--- src/rtl/present_test_sequencer.sv ---
// Test-vector sequencer for a PRESENT core: walks every vector address, loads the core,
// waits for a fresh done and tallies pass, fail and timeout results.
module present_test_sequencer #(
  parameter  int TEST_CASE_SIZE = 32,
  parameter  int SETUP_CYCLES   = 2,
  parameter  int TIMEOUT_CYCLES = 64,
  localparam int AW             = $clog2(TEST_CASE_SIZE)
) (
  input  logic          sig_mstr_clk,
  input  logic          sig_in_rst,
  input  logic          sig_in_start,
  input  logic          sig_in_done,
  input  logic          sig_in_valid,
  output logic [AW-1:0] seq_selected,
  output logic          sig_out_load,
  output logic          sig_out_busy,
  output logic          sig_out_finished,
  output logic [AW:0]   vec_out_pass_cnt,
  output logic [AW:0]   vec_out_fail_cnt,
  output logic [AW-1:0] vec_out_first_fail,
  output logic          sig_out_any_fail,
  output logic          sig_out_timeout
);

  localparam int SCW = (SETUP_CYCLES > 1) ? $clog2(SETUP_CYCLES) : 1;
  localparam int TCW = (TIMEOUT_CYCLES > 1) ? $clog2(TIMEOUT_CYCLES) : 1;

  localparam logic [AW-1:0]  LAST_ADDR  = AW'(TEST_CASE_SIZE - 1);
  localparam logic [AW-1:0]  ADDR_ONE   = AW'(1);
  localparam logic [AW:0]    CNT_ONE    = (AW + 1)'(1);
  localparam logic [SCW-1:0] SETUP_LAST = SCW'(SETUP_CYCLES - 1);
  localparam logic [SCW-1:0] SETUP_ONE  = SCW'(1);
  localparam logic [TCW-1:0] WAIT_LAST  = TCW'(TIMEOUT_CYCLES - 1);
  localparam logic [TCW-1:0] WAIT_ONE   = TCW'(1);

  typedef enum logic [2:0] {
    IDLE  = 3'd0,
    SETUP = 3'd1,
    LOAD  = 3'd2,
    WAIT  = 3'd3,
    CHECK = 3'd4,
    NEXT  = 3'd5,
    DONE  = 3'd6
  } state_t;

  state_t         state;
  state_t         state_nx;
  logic [SCW-1:0] setup_cnt;
  logic [SCW-1:0] setup_cnt_nx;
  logic [TCW-1:0] wait_cnt;
  logic [TCW-1:0] wait_cnt_nx;
  logic           armed;
  logic           armed_nx;
  logic [AW-1:0]  addr_nx;
  logic           load_nx;
  logic           busy_nx;
  logic           finished_nx;
  logic [AW:0]    pass_nx;
  logic [AW:0]    fail_nx;
  logic [AW-1:0]  first_fail_nx;
  logic           any_fail_nx;
  logic           timeout_nx;
  logic           clear_run;
  logic           pass_evt;
  logic           fail_evt;
  logic           timeout_evt;

  // Next-state, address walk and per-vector event decode
  always_comb begin
    state_nx     = state;
    addr_nx      = seq_selected;
    setup_cnt_nx = setup_cnt;
    wait_cnt_nx  = wait_cnt;
    armed_nx     = armed;
    clear_run    = 1'b0;
    pass_evt     = 1'b0;
    fail_evt     = 1'b0;
    timeout_evt  = 1'b0;

    case (state)
      IDLE, DONE: begin
        if (sig_in_start) begin
          state_nx     = SETUP;
          addr_nx      = '0;
          setup_cnt_nx = '0;
          clear_run    = 1'b1;
        end else begin
          state_nx = state;
        end
      end
      SETUP: begin
        if (setup_cnt == SETUP_LAST) begin
          state_nx     = LOAD;
          setup_cnt_nx = '0;
        end else begin
          setup_cnt_nx = setup_cnt + SETUP_ONE;
        end
      end
      LOAD: begin
        state_nx    = WAIT;
        wait_cnt_nx = '0;
        armed_nx    = 1'b0;
      end
      WAIT: begin
        // A done already high on entry belongs to the previous vector; arm on a low first.
        if (armed && sig_in_done) begin
          state_nx = CHECK;
        end else if (wait_cnt == WAIT_LAST) begin
          state_nx    = NEXT;
          fail_evt    = 1'b1;
          timeout_evt = 1'b1;
        end else begin
          wait_cnt_nx = wait_cnt + WAIT_ONE;
          armed_nx    = armed | ~sig_in_done;
        end
      end
      CHECK: begin
        state_nx = NEXT;
        if (sig_in_valid) begin
          pass_evt = 1'b1;
        end else begin
          fail_evt = 1'b1;
        end
      end
      NEXT: begin
        if (seq_selected == LAST_ADDR) begin
          state_nx = DONE;
        end else begin
          state_nx     = SETUP;
          addr_nx      = seq_selected + ADDR_ONE;
          setup_cnt_nx = '0;
        end
      end
      default: begin
        state_nx = IDLE;
      end
    endcase
  end

  // Result counters and sticky flags
  always_comb begin
    pass_nx       = vec_out_pass_cnt;
    fail_nx       = vec_out_fail_cnt;
    first_fail_nx = vec_out_first_fail;
    any_fail_nx   = sig_out_any_fail;
    timeout_nx    = sig_out_timeout;

    if (clear_run) begin
      pass_nx       = '0;
      fail_nx       = '0;
      first_fail_nx = '0;
      any_fail_nx   = 1'b0;
      timeout_nx    = 1'b0;
    end else if (fail_evt) begin
      fail_nx    = vec_out_fail_cnt + CNT_ONE;
      timeout_nx = sig_out_timeout | timeout_evt;
      if (!sig_out_any_fail) begin
        first_fail_nx = seq_selected;
        any_fail_nx   = 1'b1;
      end else begin
        first_fail_nx = vec_out_first_fail;
        any_fail_nx   = sig_out_any_fail;
      end
    end else if (pass_evt) begin
      pass_nx = vec_out_pass_cnt + CNT_ONE;
    end else begin
      pass_nx = vec_out_pass_cnt;
      fail_nx = vec_out_fail_cnt;
    end
  end

  // Status strobes follow the state being entered so they register in step with it
  always_comb begin
    load_nx     = 1'b0;
    busy_nx     = 1'b0;
    finished_nx = 1'b0;
    case (state_nx)
      IDLE:    begin busy_nx = 1'b0; end
      SETUP:   begin busy_nx = 1'b1; end
      LOAD:    begin busy_nx = 1'b1; load_nx = 1'b1; end
      WAIT:    begin busy_nx = 1'b1; end
      CHECK:   begin busy_nx = 1'b1; end
      NEXT:    begin busy_nx = 1'b1; end
      DONE:    begin finished_nx = 1'b1; end
      default: begin busy_nx = 1'b0; end
    endcase
  end

  // State and output registers
  always_ff @(posedge sig_mstr_clk or posedge sig_in_rst) begin
    if (sig_in_rst) begin
      state              <= IDLE;
      setup_cnt          <= '0;
      wait_cnt           <= '0;
      armed              <= 1'b0;
      seq_selected       <= '0;
      sig_out_load       <= 1'b0;
      sig_out_busy       <= 1'b0;
      sig_out_finished   <= 1'b0;
      vec_out_pass_cnt   <= '0;
      vec_out_fail_cnt   <= '0;
      vec_out_first_fail <= '0;
      sig_out_any_fail   <= 1'b0;
      sig_out_timeout    <= 1'b0;
    end else begin
      state              <= state_nx;
      setup_cnt          <= setup_cnt_nx;
      wait_cnt           <= wait_cnt_nx;
      armed              <= armed_nx;
      seq_selected       <= addr_nx;
      sig_out_load       <= load_nx;
      sig_out_busy       <= busy_nx;
      sig_out_finished   <= finished_nx;
      vec_out_pass_cnt   <= pass_nx;
      vec_out_fail_cnt   <= fail_nx;
      vec_out_first_fail <= first_fail_nx;
      sig_out_any_fail   <= any_fail_nx;
      sig_out_timeout    <= timeout_nx;
    end
  end

endmodule

--- config.mk ---
export PLATFORM = sky130hd
export DESIGN_NAME = present_test_sequencer
export DESIGN_NICKNAME = d
export VERILOG_FILES = /design/src/rtl/present_test_sequencer.sv
export SDC_FILE = /design/constraint.sdc
export NUM_CORES = 1
export LEC_CHECK = 0
export CAP_MARGIN = 15
export CORE_AREA = 2 2 92 94
export DETAILED_ROUTE_END_ITERATION = 8
export DIE_AREA = 0 0 94 96
export PLACE_DENSITY_LB_ADDON = 0.1
export SYNTH_ARGS = -nofsm -noshare
export SYNTH_HDL_FRONTEND = slang
export SYNTH_SLANG_ARGS = --single-unit
--- constraint.sdc ---
create_clock -name sig_mstr_clk -period 2.5 [get_ports sig_mstr_clk]
set_input_delay 0.375 -clock sig_mstr_clk [delete_from_list [all_inputs] [get_ports sig_mstr_clk]]
set_output_delay 0.375 -clock sig_mstr_clk [all_outputs]
set_load 0.1 [all_outputs]
# [Yosys cells after proc, flatten, opt, wreduce, memory -nomap -nowiden]
# Index checks and enable logic that the tools add are counted.
[word_totals] regBits=38 inputBits=5 out_inout_bits=27
[op_classes] add_sub_neg=5 n_eq_ne=20 mux=43 bitwise=3 reduce_logical=14
[ops] operator="6-bit two-way mux" n=7
[ops] operator="5-bit two-way mux" n=5
[ops] operator="1-bit two-way mux" n=20
[ops] operator="6-bit by 1-bit adder with 6-bit output (second input constant)" n=3
[ops] operator="3-bit equality test (second input constant)" n=6
[ops] operator="3-bit case mux with 6 select lines" n=1
[ops] operator="3-bit two-way mux" n=5
[ops] operator="3-bit by 2-bit equality test with 1-bit output (second input constant)" n=4
[ops] operator="6-bit case mux with 2 select lines" n=1
[ops] operator="2-bit != test (second input constant)" n=5
[ops] operator="5-bit case mux with 2 select lines" n=1
[ops] operator="3-bit AND reduction" n=3
[ops] operator="2-bit nonzero test" n=4
[ops] operator="3-bit by 1-bit equality test with 1-bit output (second input constant)" n=2
[ops] operator="6-bit equality test (second input constant)" n=1
[ops] operator="5-bit by 1-bit adder with 5-bit output (second input constant)" n=1
[ops] operator="5-bit equality test (second input constant)" n=1
[ops] operator="5-bit OR reduction" n=1
[ops] operator="1-bit case mux with 2 select lines" n=2
[ops] operator="2-bit AND reduction" n=2
[ops] operator="3-bit logical NOT" n=1
[ops] operator="1-bit case mux with 3 select lines" n=1
[ops] operator="3-bit nonzero test" n=1
[ops] operator="2-bit by 1-bit != test with 1-bit output (second input constant)" n=1
[ops] operator="5 further kinds" n=6

# [Longest topological paths before layout]
[depth] depth_word=7 ltp_mapped=7 ltp_nobuf=7

# [Worst setup path after synthesis]
# No wires, ideal clock.
[synth_path] path_kind="reg2reg" startpoint="register seq_selected[0]" endpoint="register seq_selected[3]" setup_time_ps=139 arrival_ps=2236 required_ps=2361 setup_slack_ps=125 path_stages_with_launch=8 path_buffers=0 period_less_slack_ps=2375 cell_sequence="dfrtp_1 -> ha_1 -> and3_1 -> ha_1 -> and4bb_1 -> nand4_1 -> xnor2_1 -> nor2_1"
[synth_via] elab_chain_cells=3 elab_cells_between_ends=6
[synth_rtl] item="start: declaration" line_no="14" rtl="output logic [AW-1:0] seq_selected,"
[synth_rtl] item="start signal: assignment" line_no="210" rtl="seq_selected <= addr_nx;"
[synth_rtl] item="5-bit by 1-bit adder with 5-bit output or 5-bit equality test (tied branches)" line_no="130, 126"
[synth_rtl] item="5-bit two-way mux or 2-bit != test (tied branches)"
[synth_rtl] item="5-bit case mux with 2 select lines or 3-bit AND reduction (tied branches)"
# Several ways; a longest one is shown, not always the timed one. The select of a mux whose other input is x is not followed.
# A chain may end at the register's enable or synchronous reset.

# [Worst setup path in the final report]
[layout_path] startpoint="register wait_cnt[0]" endpoint="register vec_out_first_fail[1]"
[layout_via] elab_chain_cells=6
[layout_rtl] item="start: declaration" line_no="50" rtl="logic [TCW-1:0] wait_cnt;"
[layout_rtl] item="start signal: assignment" line_no="208" rtl="wait_cnt <= wait_cnt_nx;"
[layout_rtl] item="6-bit equality test" line_no="108" rtl="end else if (wait_cnt == WAIT_LAST) begin"
[layout_rtl] item="1-bit two-way mux" line_no="108"
[layout_rtl] item="1-bit two-way mux" line_no="106" rtl="if (armed && sig_in_done) begin"
[layout_rtl] item="1-bit case mux with 2 select lines" line_no="80" rtl="case (state)"
[layout_rtl] item="2-bit nonzero test (no line)"
[layout_rtl] item="2-bit AND reduction (no line)"
[layout_rtl] item="end signal: assignment" line_no="216" rtl="vec_out_first_fail <= first_fail_nx;"
[layout_rtl] item="end: declaration" line_no="20" rtl="output logic [AW-1:0] vec_out_first_fail,"
# Every way passes these cells.

==> load_flow_metrics.sql <==
INSERT INTO impl_metrics (metric_group, metric, value, unit) VALUES
('placed_design', 'routabilityCongestion', '0.729', ''),
('yosys', 'ys_ff_latch', '38', ''),
('clock_network', 'postCtsSetupBuffers', '0', ''),
('drt', 'detail_route.drc_violations', '0', ''),
('cells_and_area', 'postLayoutCoreUtil', '31.2', '%'),
('clock_network', 'clk_root_buffer_cell', 'sky130_fd_sc_hd__clkbuf_8', ''),
('sta', 'worst_slew_pin_slew', '0.570', 'ns'),
('power', 'clock_group_share_of_total_power', '25.0', '%'),
('outcome', 'outcome', 'complete, no violations', ''),
('drt', 'routed_length_per_placed_instance', '13.5', 'um'),
('die', 'die_ar', '9020', 'um^2'),
('cells_and_area', 'flow.area_growth_from_synthesis', '27.9', '%'),
('yosys', 'syn_area', '1970', 'um^2'),
('yosys', 'synthDistinctLibCells', '45', ''),
('placed_design', 'hpwlAfterDp', '3.27', 'mm'),
('drt', 'first_pass_iters', '4', ''),
('drt', 'routed_wirelength', '4.64', 'mm'),
('clock_network', 'h-tree-depth', '2', ''),
('yosys', 'synth_simple_gate_area_share', '24.3', '%'),
('clock_network', 'cts_hold_buf', '0', ''),
('placed_design', 'buffer_ports.inserted', '31', ''),
('yosys', 'synthesis.yosys.warnings', '0', ''),
('sta', 'hold_viol', '0', ''),
('worst_setup_path', 'timing.critical_path.arrival', '2.26', 'ns'),
('clock_network', 'cts.repair.resized', '0', ''),
('yosys', 'synth_enable_flop_cells', '0', ''),
('yosys', 'yosys_most_used_dff', 'sky130_fd_sc_hd__dfrtp_1', ''),
('sta', 'final_critical_path_setup_slack', '0.460', 'ns'),
('worst_setup_path', 'nature_of_the_critical_path_endpoint', 'flop', ''),
('yosys', 'synth_fa_ha_area_share', '3.18', '%'),
('worst_setup_path', 'path_max_fanout', '5', ''),
('cells_and_area', 'inserted_diodes', '0', ''),
('worst_setup_path', 'criticalPathCategory', 'flop to flop', ''),
('yosys', 'yosysMostFrequentCell', 'sky130_fd_sc_hd__dfrtp_1', ''),
('die', 'fp.dieH', '96', 'um'),
('global_route', 'grt_pass1_vias', '1528', ''),
('clock_network', 'cts_tree', 'yes', ''),
('power', 'totalPowerFinal', '0.00265', 'W'),
('power', 'switching_power_total', '0.00115', 'W'),
('sta', 'slew_viol_final', '0', ''),
('sta', 'max_transition_margin', '61.7', '%'),
('sta', 'finClkSkew', '0.00455', 'ns'),
('worst_setup_path', 'critPathSlowestCell', 'sky130_fd_sc_hd__or4b_4', ''),
('clock_network', 'cts.sink_count', '38', ''),
('global_route', 'global_route.overflow_total', '0', ''),
('clock_network', 'clock_path_buffers', '2', ''),
('worst_setup_path', 'timing.critical_path.buf_inv', '0', ''),
('global_route', 'wire_length_of_the_first_global_routing_pass', '7.76', 'mm'),
('sta', 'setup_violations', '0', ''),
('drt', 'antenna_left', '0', ''),
('die', 'floorplan.rows', '33', ''),
('yosys', 'area_fraction_in_compound_gates_after_synthesis', '12.6', '%'),
('worst_hold_path', 'timing.hold.worst.class', 'input port to async pin', ''),
('yosys', 'postSynthAreaPerCell', '9.93', 'um^2'),
('sta', 'timing.final.crit_period', '2.04', 'ns'),
('yosys', 'synth_top_area_share', '48.4', '%'),
('cells_and_area', 'drive_above_1_share', '20.6', '%'),
('yosys', 'main_combinational_cell_family_by_area_after_synthesis', 'simple AND/OR/NAND/NOR gates', ''),
('yosys', 'postSynth.asyncResetShare', '100', '%'),
('clock_network', 'clk_pin_slew', '0.08', 'ns'),
('die', 'initial_utilization', '24.4', '%'),
('die', 'coreArea', '8050', 'um^2'),
('yosys', 'synthTopCellsByCount', 'sky130_fd_sc_hd__dfrtp_1, sky130_fd_sc_hd__nand2_1, sky130_fd_sc_hd__nor2_1, sky130_fd_sc_hd__o21ai_0', ''),
('worst_setup_path', 'worst-endpoint-required', '2.72', 'ns'),
('power', 'pwr-share-comb', '42.6', '%'),
('cells_and_area', 'nets', '247', ''),
('yosys', 'synth_area_leaders', 'sky130_fd_sc_hd__dfrtp_1, sky130_fd_sc_hd__mux2i_1, sky130_fd_sc_hd__nand2_1', ''),
('yosys', 'post_synth_mux_area_share', '5.67', '%'),
('global_route', 'antenna_found_initial', '0', ''),
('die', 'die-width', '94', 'um'),
('drt', 'route.detailed.vias_per_inst', '4.59', '');
cell families (layout without fill, tap and decap cells):
family,Yosys count,after routing
AND/OR/NAND/NOR,85,85
multiplexers,11,11
buffers and inverters,14,54
flip-flops,38,38
AO/OA/AOI/OAI,38,38
XOR/XNOR,7,7
adder cells (fa/ha/maj),5,5
path summary, 6_finish.rpt:
path                                    startpoint                                end  slack (ns)  cells past startpoint
min                                     sig_in_rst    vec_out_fail_cnt[4]$_DFFE_PP0P_        0.51                      3
max in group asynchronous               sig_in_rst        seq_selected[1]$_DFFE_PP0P_        1.64                      3
min in group sig_mstr_clk        armed$_DFFE_PP0P_                  armed$_DFFE_PP0P_        0.52                      2
max reg2reg                wait_cnt[0]$_DFFE_PP0P_  vec_out_first_fail[1]$_DFFE_PP0P_        0.46                      5
min reg2reg                      armed$_DFFE_PP0P_                  armed$_DFFE_PP0P_        0.52                      2
max                        wait_cnt[0]$_DFFE_PP0P_  vec_out_first_fail[1]$_DFFE_PP0P_        0.46                      5
layout by cell type, fill, tap and decap left out, types with 2 or more instances in the layout:
master / synthesis / final
sky130_fd_sc_hd__buf_4: 0 / 35
sky130_fd_sc_hd__mux2i_1: 10 / 10
sky130_fd_sc_hd__and3_1: 5 / 5
sky130_fd_sc_hd__nand3_1: 4 / 4
sky130_fd_sc_hd__xnor2_1: 3 / 3
sky130_fd_sc_hd__and2_1: 3 / 3
sky130_fd_sc_hd__nor2b_1: 3 / 3
sky130_fd_sc_hd__or3_1: 3 / 3
sky130_fd_sc_hd__nand3b_1: 4 / 4
sky130_fd_sc_hd__bufinv_16: 0 / 2
sky130_fd_sc_hd__ha_1: 5 / 5
sky130_fd_sc_hd__nor2_1: 18 / 18
sky130_fd_sc_hd__o21ai_0: 12 / 12
sky130_fd_sc_hd__clkbuf_8: 0 / 6
sky130_fd_sc_hd__nand2b_1: 7 / 7
sky130_fd_sc_hd__xor2_1: 4 / 4
sky130_fd_sc_hd__a21oi_1: 10 / 10
sky130_fd_sc_hd__clkdlybuf4s50_1: 0 / 4
sky130_fd_sc_hd__inv_1: 7 / 7
sky130_fd_sc_hd__nor4bb_1: 2 / 2
sky130_fd_sc_hd__a22o_1: 2 / 2
sky130_fd_sc_hd__nand2_1: 20 / 20
sky130_fd_sc_hd__dfrtp_1: 38 / 38
sky130_fd_sc_hd__nand4_1: 7 / 7
sky130_fd_sc_hd__o31ai_1: 2 / 2
routing by layer:
| metal | global-route usage [%] | routed length [um] | up-vias |
|---|---|---|---|
| li1 | - | - | 789 |
| met1 | 15.0 | 2310 | 735 |
| met2 | 17.1 | 2030 | 42 |
| met3 | 2.82 | 227 | 7 |
| met4 | 4.35 | 74 | 0 |
| met5 | 0 | 0 | - |
per-stage QoR:
step	area (um^2)	instances	hold slack (ns)
final	2510	343	0.507
after global routing	2510	343	0.557
after CTS	2510	343	0.527
after detailed placement	2370	335	0.508
after global placement	2370	335	0.494
after floorplan	1970	198	0.470
worst min-delay path: stages:
cell	delay, ns
sky130_fd_sc_hd__clkdlybuf4s50_1	0.40
sky130_fd_sc_hd__inv_1	0.05
sky130_fd_sc_hd__buf_4	0.43
power groups by stage:
stage	sequential, W	clock [W]	combinational [W]
2_1_floorplan	0.00121	0	0.000510
3_3_place_gp	0.000872	0	0.00114
3_5_place_dp	0.000868	0	0.00113
4_1_cts	0.000857	0.000689	0.00114
5_1_grt	0.000883	0.000709	0.00122
6_report	0.000858	0.000663	0.00113
flip-flops by register name, indices dropped and copies added (netlist names):
signal / count
vec_out_fail_cnt: 6
vec_out_pass_cnt: 6
wait_cnt: 6
seq_selected: 5
vec_out_first_fail: 5
state: 3
armed: 1
setup_cnt: 1
sig_out_any_fail: 1
sig_out_busy: 1
sig_out_finished: 1
sig_out_load: 1
sig_out_timeout: 1
cell type report:
class	count	area (um^2)
Clock buffer	6	82.6
Tap cell	105	131
Sequential cell	38	951
Clock inverter	2	60.1
Multi-Input combinational cell	146	960
Timing Repair Buffer	39	303
Fill cell	841	5540
Inverter	7	26.3
Power figures use the tool's default switching activity.
